--- src/rtl/uart_reg_master_pkg.sv ---
// rtl/uart_reg_master_pkg.sv - shared encodings for the UART register master
package uart_reg_master_pkg;

  typedef enum logic [2:0] {
    ST_IDLE      = 3'd0,
    ST_SEND_ADDR = 3'd1,
    ST_SEND_DATA = 3'd2,
    ST_WAIT_RSP  = 3'd3,
    ST_DONE      = 3'd4
  } state_t;

  localparam int RW_BIT     = 7;
  localparam int DATA_BITS  = 8;
  localparam int FRAME_BITS = 10;

  // Command byte: address in the low bits, bit RW_BIT set for a read.
  function automatic logic [7:0] addr_byte(input logic write, input logic [6:0] addr);
    logic [7:0] r;
    r         = {1'b0, addr};
    r[RW_BIT] = ~write;
    return r;
  endfunction

endpackage

--- src/rtl/uart_rx.sv ---
// rtl/uart_rx.sv - 8N1 UART receiver with mid-bit sampling and start-bit strobe
module uart_rx
  import uart_reg_master_pkg::*;
#(
  parameter int CLKS_PER_BIT = 142
) (
  input  logic       clk,
  input  logic       rst_n,
  input  logic       rx,
  output logic [7:0] tdata,
  output logic       tvalid,
  output logic       start
);

  localparam int CW = $clog2(CLKS_PER_BIT + 1);
  localparam int BW = $clog2(FRAME_BITS);

  logic                 rx_meta, rx_sync;
  logic                 active, wait_high;
  logic [CW-1:0]        cnt;
  logic [BW-1:0]        bit_idx;
  logic [DATA_BITS-1:0] shreg;

  // After a framing error the line must return high before a new start is accepted.
  assign start = !active && !wait_high && !rx_sync;

  always_ff @(posedge clk or negedge rst_n) begin
    if (!rst_n) begin
      rx_meta   <= 1'b1;
      rx_sync   <= 1'b1;
      active    <= 1'b0;
      wait_high <= 1'b0;
      cnt       <= '0;
      bit_idx   <= '0;
      shreg     <= '0;
      tdata     <= '0;
      tvalid    <= 1'b0;
    end else begin
      rx_meta <= rx;
      rx_sync <= rx_meta;
      tvalid  <= 1'b0;
      if (start) begin
        active  <= 1'b1;
        cnt     <= CW'(CLKS_PER_BIT / 2);
        bit_idx <= '0;
      end else if (active) begin
        if (cnt != CW'(CLKS_PER_BIT - 1)) begin
          cnt <= cnt + CW'(1);
        end else begin
          cnt <= '0;
          if (bit_idx == '0) begin
            if (rx_sync) active <= 1'b0;
            else         bit_idx <= BW'(1);
          end else if (bit_idx != BW'(FRAME_BITS - 1)) begin
            shreg   <= {rx_sync, shreg[DATA_BITS-1:1]};
            bit_idx <= bit_idx + BW'(1);
          end else begin
            active  <= 1'b0;
            bit_idx <= '0;
            if (rx_sync) begin
              tvalid <= 1'b1;
              tdata  <= shreg;
            end else begin
              wait_high <= 1'b1;
            end
          end
        end
      end else if (wait_high && rx_sync) begin
        wait_high <= 1'b0;
      end
    end
  end

endmodule

--- src/rtl/uart_tx.sv ---
// rtl/uart_tx.sv - 8N1 UART transmitter, LSB first, reloads back-to-back on the stop-bit end
module uart_tx
  import uart_reg_master_pkg::*;
#(
  parameter int CLKS_PER_BIT = 142
) (
  input  logic       clk,
  input  logic       rst_n,
  input  logic [7:0] tdata,
  input  logic       tvalid,
  output logic       tready,
  output logic       tx,
  output logic       done
);

  localparam int CW = $clog2(CLKS_PER_BIT + 1);
  localparam int BW = $clog2(FRAME_BITS);

  logic                 active;
  logic [CW-1:0]        clk_cnt;
  logic [BW-1:0]        bit_idx;
  logic [DATA_BITS:0]   shreg;
  logic                 bit_end;

  assign bit_end = (clk_cnt == CW'(CLKS_PER_BIT - 1));
  assign done    = active && bit_end && (bit_idx == BW'(FRAME_BITS - 1));
  // Accepting on the last stop-bit cycle lets the next start bit follow with no gap.
  assign tready  = !active || done;

  always_ff @(posedge clk or negedge rst_n) begin
    if (!rst_n) begin
      active  <= 1'b0;
      clk_cnt <= '0;
      bit_idx <= '0;
      shreg   <= '0;
      tx      <= 1'b1;
    end else if (tvalid && tready) begin
      active  <= 1'b1;
      clk_cnt <= '0;
      bit_idx <= '0;
      shreg   <= {1'b1, tdata};
      tx      <= 1'b0;
    end else if (done) begin
      active  <= 1'b0;
      clk_cnt <= '0;
      bit_idx <= '0;
      tx      <= 1'b1;
    end else if (active) begin
      if (bit_end) begin
        clk_cnt <= '0;
        bit_idx <= bit_idx + BW'(1);
        tx      <= shreg[0];
        shreg   <= {1'b1, shreg[DATA_BITS:1]};
      end else begin
        clk_cnt <= clk_cnt + CW'(1);
      end
    end
  end

endmodule

--- src/rtl/uart_reg_master.sv ---
// rtl/uart_reg_master.sv - register read/write master over a UART link
module uart_reg_master
  import uart_reg_master_pkg::*;
#(
  parameter int CLKS_PER_BIT     = 142,
  parameter int RSP_TIMEOUT_CLKS = 4260
) (
  input  logic       clk_in,
  input  logic       rst_in_n,
  input  logic       req_valid_in,
  output logic       req_ready_out,
  input  logic       req_write_in,
  input  logic [6:0] req_addr_in,
  input  logic [7:0] req_wdata_in,
  output logic       tx_out,
  input  logic       rx_in,
  output logic       rsp_valid_out,
  output logic [7:0] rsp_rdata_out,
  output logic       rsp_timeout_out,
  output logic       busy_out
);

  localparam int TW = $clog2(RSP_TIMEOUT_CLKS + 1);

  state_t        state, state_next;
  logic          write_q, loaded;
  logic [6:0]    addr_q;
  logic [7:0]    wdata_q, rdata_q;
  logic          timeout_q, to_hit;
  logic [TW-1:0] to_cnt;
  logic          tx_tvalid, tx_tready, tx_done;
  logic [7:0]    tx_tdata;
  logic          rx_tvalid, rx_start;
  logic [7:0]    rx_tdata;

  uart_tx #(.CLKS_PER_BIT(CLKS_PER_BIT)) u_tx (
    .clk(clk_in), .rst_n(rst_in_n), .tdata(tx_tdata), .tvalid(tx_tvalid),
    .tready(tx_tready), .tx(tx_out), .done(tx_done)
  );

  uart_rx #(.CLKS_PER_BIT(CLKS_PER_BIT)) u_rx (
    .clk(clk_in), .rst_n(rst_in_n), .rx(rx_in), .tdata(rx_tdata),
    .tvalid(rx_tvalid), .start(rx_start)
  );

  // A start bit seen on the expiry cycle wins over the timeout.
  assign to_hit = (to_cnt == TW'(RSP_TIMEOUT_CLKS - 1)) && !rx_start;

  always_ff @(posedge clk_in or negedge rst_in_n) begin
    if (!rst_in_n) state <= ST_IDLE;
    else           state <= state_next;
  end

  always_comb begin
    state_next = state;
    case (state)
      ST_IDLE:      if (req_valid_in) state_next = ST_SEND_ADDR;
      ST_SEND_ADDR: if (tx_done) state_next = write_q ? ST_SEND_DATA : ST_WAIT_RSP;
      ST_SEND_DATA: if (tx_done) state_next = ST_DONE;
      ST_WAIT_RSP:  if (rx_tvalid || to_hit) state_next = ST_DONE;
      ST_DONE:      state_next = ST_IDLE;
      default:      state_next = ST_IDLE;
    endcase
  end

  always_comb begin
    req_ready_out = (state == ST_IDLE);
    busy_out      = (state != ST_IDLE);
    rsp_valid_out = (state == ST_DONE);
    tx_tvalid     = (state == ST_SEND_ADDR) && (!loaded || (write_q && tx_done));
    tx_tdata      = loaded ? wdata_q : addr_byte(write_q, addr_q);
  end

  always_ff @(posedge clk_in or negedge rst_in_n) begin
    if (!rst_in_n) begin
      write_q   <= 1'b0;
      addr_q    <= '0;
      wdata_q   <= '0;
      loaded    <= 1'b0;
      to_cnt    <= '0;
      rdata_q   <= '0;
      timeout_q <= 1'b0;
    end else begin
      if (state == ST_IDLE && req_valid_in) begin
        write_q <= req_write_in;
        addr_q  <= req_addr_in;
        wdata_q <= req_wdata_in;
      end
      loaded <= (state_next == ST_SEND_ADDR) && (loaded || (tx_tvalid && tx_tready));
      if (state != ST_WAIT_RSP || rx_start) to_cnt <= '0;
      else                                  to_cnt <= to_cnt + TW'(1);
      if (state == ST_SEND_DATA && tx_done) begin
        rdata_q   <= '0;
        timeout_q <= 1'b0;
      end else if (state == ST_WAIT_RSP && rx_tvalid) begin
        rdata_q   <= rx_tdata;
        timeout_q <= 1'b0;
      end else if (state == ST_WAIT_RSP && to_hit) begin
        rdata_q   <= '0;
        timeout_q <= 1'b1;
      end
    end
  end

  assign rsp_rdata_out   = rdata_q;
  assign rsp_timeout_out = timeout_q;

endmodule

--- config.mk ---
export PLATFORM = sky130hd
export DESIGN_NAME = uart_reg_master
export DESIGN_NICKNAME = d
export VERILOG_FILES = /design/src/rtl/uart_reg_master_pkg.sv /design/src/rtl/uart_rx.sv /design/src/rtl/uart_tx.sv /design/src/rtl/uart_reg_master.sv
export SDC_FILE = /design/constraint.sdc
export NUM_CORES = 1
export LEC_CHECK = 0
export CAP_MARGIN = 25
export CORE_ASPECT_RATIO = 1.25
export CORE_MARGIN = 4
export CORE_UTILIZATION = 30
export CTS_BUF_LIST = sky130_fd_sc_hd__clkbuf_8
export CTS_CLUSTER_DIAMETER = 80
export CTS_CLUSTER_SIZE = 16
export DETAILED_ROUTE_END_ITERATION = 8
export GPL_TIMING_DRIVEN = 0
export PLACE_DENSITY = 0.49
export SLEW_MARGIN = 20
export SYNTH_ARGS = -nofsm -noshare
export SYNTH_HDL_FRONTEND = slang
export SYNTH_SLANG_ARGS = --single-unit
--- constraint.sdc ---
create_clock -name clk_in -period 2.2 [get_ports clk_in]
set_input_delay 0.44 -clock clk_in [delete_from_list [all_inputs] [get_ports clk_in]]
set_output_delay 0.44 -clock clk_in [all_outputs]
set_load 0.05 [all_outputs]
==> flow_metrics.py, run 1 <==
metrics = {
    "drt": {
        "num_vias": 3315,
        "drt-pass1-iter-count": 4,
        "dr.max_layer_used": "met4",
        "drc": 0,
        "met3RoutedLength_um": 379,
        "drtAntennaViolNets": 0,
        "routedWlPerCell_um": 14.75,
        "initialDrtViolationCount": 138,
        "finalWirelength_um": 9825,
        "wl_met2_um": 4857,
        "viasPerCell": 4.977,
        "wl_met1_um": 4503,
    },
    "logic_synthesis": {
        "syn-mean-instance-area_sq_um": 11.41,
        "syn_nets": 440,
        "synth-seq-area-share": 0.5251,
        "synth_edf_count": 0,
        "ys_warn_count": 0,
        "ys_seq_elements": 98,
        "synthArstFlopShare": 1.000,
        "synth_area_sq_um": 4677,
        "yosys.cell_types.count": 64,
        "synth-main-ff-cell": "dfrtp_1",
        "syn_inst": 410,
    },
    "setup_path": {
        "critPathBufInv": 1,
        "crit_chain": "inv_2, ha_4, nand4b_1, or4_4, nor2_8, mux2_4",
        "cp_top_family": "simple AND/OR/NAND/NOR gates",
        "r2r_setup_slack_ns": 0.05,
        "worst_ep_arrival_time_ns": 2.40,
        "cpPeakStageDelay_ns": 0.66,
        "startpoint_type": "flop",
        "crit_fanout": 8,
        "crit_path_end_kind": "flop",
        "worst_r2r_endpoint": "u_rx.tdata[6]",
        "slowest_stage": "or4_4",
        "critPathKind": "reg2reg",
        "crit_required_ns": 2.45,
        "reg2reg_from": "u_rx.cnt[1]",
        "r2r_cells": 6,
    },
    "timing": {
        "max_freq_ghz": 0.4656,
        "final.setup_skew_ns": 0.006941,
        "timing_hold_violations_final": 0,
        "fin_crit_sh": 0.9763,
        "post-route-min-period_ns": 2.148,
        "relSlewSlack": 0.5551,
        "worst_pin_slew_ns": 0.6673,
        "slew_viol_final": 0,
        "grt_setup_unrepaired": "no",
        "setup_slack_ns": 0.05211,
        "tns_ns": 0,
        "setup_violations": 0,
    },
    "cells_and_area": {
        "fillers": 1547,
        "drive_gt1_frac": 0.1790,
        "stdcell_area_sq_um": 5503,
        "regArea_sq_um": 2459,
        "area_growth_pct": 17.66,
        "layout.nets": 483,
        "num_antenna_cells": 0,
        "multiInputGateArea_sq_um": 2095,
        "fin_util": 0.3635,
    },
    "power_and_ir_drop": {
        "vdd_ir_drop_max_mv": 0.3936,
        "internal-power_mw": 2.274,
        "p_per_area_nw_per_um2": 531.7,
        "power_frac_clock": 0.357,
        "leakagePower_nw": 2.499,
        "power.switching_uw": 652.4,
        "switching_share": 0.2230,
        "seqPwrFrac": 0.617,
        "pwr-share-comb": 0.026,
    },
    "die": {
        "placementRows": 50,
        "initial_core_util": 0.3089,
        "die_h_um": 147.6,
        "io_pins": 33,
        "core_sq_um": 15140,
        "die_w_um": 119.7,
        "die_area_sq_um": 17660,
    },
    "clock_tree": {
        "clk_pin_slew_ns": 0.08,
        "cts_made_buffers": 9,
        "cts_root_buf": "clkbuf_8",
        "cts_buffer_depth": 2,
        "clk_latency_ns": 0.37,
        "tritoncts": "yes",
        "h-tree-depth": 3,
        "clock-sinks": 98,
    },
    "worst_hold_path": {
        "hold_depth": 0,
        "hold_path.class": "reg2reg",
        "hp-start": "u_rx.rx_meta",
        "min_to": "u_rx.rx_sync",
    },
    "global_routing": {
        "grt_pass1_vias": 3284,
        "grt_max_degree": 53,
        "gr-total-overflow": 0,
        "antenna_found_initial": 0,
        "grt_usage": 0.1164,
        "grt_first_pass_wirelength_um": 16750,
    },
    "run": {
        "drv_cap": 0,
    },
    "placed_design": {
        "dpl-instance-area_sq_um": 5298,
        "gp_congestion": 0.7621,
        "dp_slack_ns": -0.1528,
        "io_buffers": 32,
        "place_hpwl_um": 6949,
    },
    "status": {
        "status": "finished clean",
    },
}
cell usage in the layout (no fill, tap or decap), drive strengths merged, types with 5 or more instances in the layout:
master and count:
clkdlybuf4s50 28, xnor2 7, a22o 13, o21ai 9, nand4 8, nor3 5
mux2 33, and2 5, nand2 25, a222oi 7, nand2b 5, a21oi 12
inv 27, nor2 25, mux2i 12, xor2 6, ha 10, dfrtp 95
nand3 18, buf 10, clkbuf 20
power groups by stage:
stage / Sequential (mW) / Clock, mW / Combinational, mW
global placement: 1.84 / 0 / 0.0734
finish: 1.81 / 1.04 / 0.0773
CTS: 1.81 / 1.11 / 0.0817
floorplan: 1.84 / 0 / 0.00123
detailed placement: 1.84 / 0 / 0.0802
global route: 1.81 / 1.19 / 0.0877
worst max-delay path by stage:
| stage | end | cells after the start | start | slack, ns |
|---|---|---|---|---|
| after CTS | u_tx.shreg[5] | 5 | u_tx.clk_cnt[5] | 0.01 |
| after global placement | u_rx.tdata[5] | 1 | rst_in_n | -3.19 |
| after floorplan | rsp_valid_out | 2 | state[0] | 0.002 |
| after global routing | u_rx.tdata[5] | 6 | u_rx.cnt[1] | 0.002 |
| final | u_rx.tdata[6] | 6 | u_rx.cnt[1] | 0.05 |
| after detailed placement | rsp_valid_out | 3 | state[0] | -0.15 |
routing by layer:
layer | up-vias | GRT usage
met2 | 39 | 0.1886
met1 | 1678 | 0.1532
met4 | 0 | 0.02407
met5 | - | 0
li1 | 1590 | -
met3 | 8 | 0.03789
metrics by stage:
step / power [mW] / std cells / hold WS, ns
finish: 2.926 / 666 / 0.3625
floorplan: 1.842 / 410 / 0.1444
detailed placement: 1.921 / 651 / 0.3520
global placement: 1.915 / 650 / 0.3474
CTS: 2.996 / 664 / 0.3650
global route: 3.082 / 666 / 0.3762
synthesized netlist by cell type, types with 3 or more instances:
cell | instances | share of area
nor2_1 | 23 | 0.018
and3_1 | 4 | 0.0053
mux2_2 | 24 | 0.058
nand2b_1 | 5 | 0.0067
a31oi_1 | 4 | 0.0053
clkbuf_1 | 14 | 0.011
dfrtp_1 | 95 | 0.51
a21oi_1 | 12 | 0.013
nand3_1 | 18 | 0.019
buf_2 | 3 | 0.0032
mux2_4 | 8 | 0.026
or3_1 | 4 | 0.0053
inv_1 | 25 | 0.020
nor4_1 | 4 | 0.0053
dfstp_2 | 3 | 0.017
and4_1 | 4 | 0.0075
nand4_1 | 8 | 0.011
xnor2_1 | 7 | 0.013
a222oi_1 | 7 | 0.015
o22ai_1 | 4 | 0.0053
o21ai_0 | 9 | 0.0096
xor2_1 | 6 | 0.011
nor3_1 | 4 | 0.0043
and2_1 | 4 | 0.0053
ha_1 | 10 | 0.027
nor3b_1 | 3 | 0.0048
a22o_1 | 13 | 0.024
nand2_1 | 25 | 0.020
mux2i_1 | 12 | 0.026
timing repair:
item	CTS	global route
gates cloned	0	0
hold endpoints to repair	7	0
pin swaps	0	2
setup endpoints to repair	29	34
hold buffers	1	0
resized for setup	10	9
buffers inserted	0	3
layout make-up:
class,instances,share of cell area
Timing Repair Buffer,37,0.06730
Buffer,13,0.009550
Clock buffer,10,0.02501
Tap cell,208,0.04729
Sequential cell,98,0.4468
Inverter,25,0.01705
Multi-Input combinational cell,269,0.3806
Clock inverter,6,0.006367
cell families (layout without fill, tap and decap cells):
| family | count (synthesis) | in the layout | synth area share |
|---|---|---|---|
| AND/OR/NAND/NOR | 127 | 127 | 0.1568 |
| XOR/XNOR | 13 | 13 | 0.02434 |
| AO/OA/AOI/OAI | 74 | 74 | 0.1201 |
| multiplexers | 45 | 45 | 0.1116 |
| buffers and inverters | 43 | 91 | 0.03531 |
| adder cells (fa/ha/maj) | 10 | 10 | 0.02675 |
| flip-flops | 98 | 98 | 0.5251 |
registers in the layout, indices dropped and copies added (netlist names), 3 cells and up:
signal	count
to_cnt	13
addr_q	7
wdata_q	8
u_rx.tdata	8
u_rx.shreg	8
state	3
u_tx.shreg	9
rsp_rdata_out	8
u_tx.bit_idx	4
u_rx.bit_idx	4
u_tx.clk_cnt	8
u_rx.cnt	8
(Power assumes the default switching activity.)
==> inputs of run 2 (changes only) <==
Settings changed: CORE_MARGIN 4 to not set, CTS_BUF_LIST sky130_fd_sc_hd__clkbuf_8 to sky130_fd_sc_hd__clkbuf_4.
==> flow_metrics.py, run 2 (same netlist as run 1, synthesis figures left out) <==
metrics = {
    "timing": {
        "max_freq_ghz": 0.4678,
        "setup_violations": 0,
        "grt_setup_unrepaired": "yes",
        "post-route-min-period_ns": 2.138,
        "worst_pin_slew_ns": 0.7169,
        "timing_hold_violations_final": 0,
        "final.setup_skew_ns": 0.01645,
        "slew_viol_final": 0,
        "relSlewSlack": 0.5221,
        "fin_crit_sh": 0.9716,
        "whs_ns": 0.3669,
        "setup_slack_ns": 0.06242,
    },
    "clock_tree": {
        "h-tree-depth": 3,
        "cts_root_buf": "clkbuf_4",
        "cts_made_buffers": 9,
        "clk_pin_slew_ns": 0.15,
        "cts_buffer_depth": 2,
        "tritoncts": "yes",
        "clk_latency_ns": 0.47,
        "clock-sinks": 98,
    },
    "cells_and_area": {
        "num_antenna_cells": 0,
        "layout_common_cells": "dfrtp_1, clkdlybuf4s50_1, inv_1, nand2_1, mux2_2",
        "reg.largest.list": "to_cnt: 13 flops, u_tx.shreg: 9 flops",
        "drive_gt1_frac": 0.1772,
        "layout.nets": 482,
        "final_cells": 665,
        "final_common_cell": "dfrtp_1",
        "largest_reg_flops": 13,
        "largest_register": "to_cnt",
        "fillers": 1515,
        "fin_util": 0.3624,
        "area_growth_pct": 16.83,
    },
    "global_routing": {
        "grt_pass1_vias": 3443,
        "gr-total-overflow": 0,
        "grt_usage": 0.1330,
        "antenna_found_initial": 0,
        "grt_max_degree": 75,
        "grt_first_pass_wirelength_um": 16950,
    },
    "placed_design": {
        "io_buffers": 32,
        "gp_congestion": 0.7572,
        "placedCellCount": 651,
        "dp_slack_ns": -0.1407,
        "place_hpwl_um": 6890,
    },
    "setup_path": {
        "reg2reg_from": "u_rx.cnt[1]",
        "critical_path.startpoint": "u_rx.cnt[1]",
        "critPathKind": "reg2reg",
        "crit_fanout": 8,
        "worst_r2r_endpoint": "u_rx.tdata[7]",
        "crit_chain": "inv_1, ha_1, nand4b_1, or4_4, nor2_8, mux2_4",
        "crit_path_end_kind": "flop",
        "crit_required_ns": 2.57,
        "r2r_setup_slack_ns": 0.06,
        "startpoint_type": "flop",
        "slowest_stage": "or4_4",
        "worst_ep_arrival_time_ns": 2.51,
        "r2r_cells": 6,
        "crit_end": "u_rx.tdata[7]",
        "cpPeakStageDelay_ns": 0.65,
    },
    "drt": {
        "drtAntennaViolNets": 0,
        "routedWlPerCell_um": 14.80,
        "finalWirelength_um": 9841,
        "viasPerCell": 4.989,
        "drc": 0,
        "drt-pass1-iter-count": 5,
        "num_vias": 3318,
        "initialDrtViolationCount": 174,
    },
    "power_and_ir_drop": {
        "seqPwrFrac": 0.634,
        "switching_share": 0.2331,
        "internal-power_mw": 2.187,
        "p_per_area_nw_per_um2": 522.0,
        "power_frac_clock": 0.339,
        "pwr-share-comb": 0.027,
        "leakagePower_nw": 2.489,
        "vdd_ir_drop_max_mv": 0.3267,
        "power.switching_uw": 664.8,
    },
    "die": {
        "core_sq_um": 15080,
        "die_h_um": 141.6,
        "die_w_um": 113.7,
        "die_area_sq_um": 16100,
        "placementRows": 50,
        "initial_core_util": 0.3102,
        "io_pins": 33,
    },
    "run": {
        "drv_cap": 0,
    },
    "status": {
        "status": "finished clean",
    },
    "worst_hold_path": {
        "hp-start": "u_rx.rx_meta",
        "hold_path.class": "reg2reg",
    },
}
==> run 2: layout make-up <==
type,instances,area [sq um],area share
multi-input combinational,269,2091,0.3826
tap,208,260.3,0.04763
clock inverter,7,68.82,0.01259
buffer,13,53.80,0.009847
clock buffer,9,67.56,0.01237
timing repair buffer,36,371.6,0.06801
inverter,25,93.84,0.01717
sequential,98,2457,0.4497
==> run 2: power groups by stage <==
stage	Clock, mW	Combinational, mW	Sequential, mW
6_report	0.967	0.0776	1.81
5_1_grt	1.07	0.0880	1.81
4_1_cts	1.02	0.0825	1.81
3_5_place_dp	0	0.0808	1.84
3_3_place_gp	0	0.0733	1.84
2_1_floorplan	0	0.00123	1.84
==> run 2: worst min path at each step <==
stage | end | slack (ns) | cells past startpoint
floorplan | addr_q[0] | 0.14 | 0
global placement | u_rx.rx_sync | 0.35 | 0
detailed placement | u_tx.bit_idx[2] | 0.33 | 1
CTS | u_rx.rx_meta | 0.34 | 1
global route | u_rx.rx_meta | 0.35 | 1
finish | u_rx.rx_sync | 0.37 | 0
==> run 2: what timing repair did <==
| action | in CTS | in global routing |
|---|---|---|
| hold endpoints to repair | 23 | 0 |
| buffers inserted | 0 | 2 |
| gates cloned | 0 | 0 |
| gates resized for setup | 17 | 8 |
| hold buffers | 1 | 0 |
| pin swaps | 0 | 2 |
| endpoints found under the setup margin | 23 | 41 |
==> run 2: stage by stage <==
stage | area [sq um] | setup TNS (ns) | power [mW]
after global placement | 5269 | -302.35 | 1.915
after floorplan | 4688 | 0 | 1.842
after CTS | 5443 | 0 | 2.911
after detailed placement | 5298 | -0.9144 | 1.922
after global routing | 5464 | -0.1434 | 2.967
final | 5464 | 0 | 2.852
==> run 2: layer usage <==
metal,vias to the layer above,GRT usage,part of all wire
met5,-,0,0
met1,1675,0.1707,0.47
met4,0,0.05679,0.012
li1,1598,-,-
met2,37,0.2185,0.50
met3,8,0.02520,0.025
==> run 2: worst max-delay path, delay by kind of cell (launching register included) <==
family / cells / cell delay, ns
adders and majority gates: 1 / 0.13
buffers and inverters: 1 / 0.06
DFF: 1 / 0.42
muxes: 1 / 0.32
and+or+nand+nor: 3 / 1.12
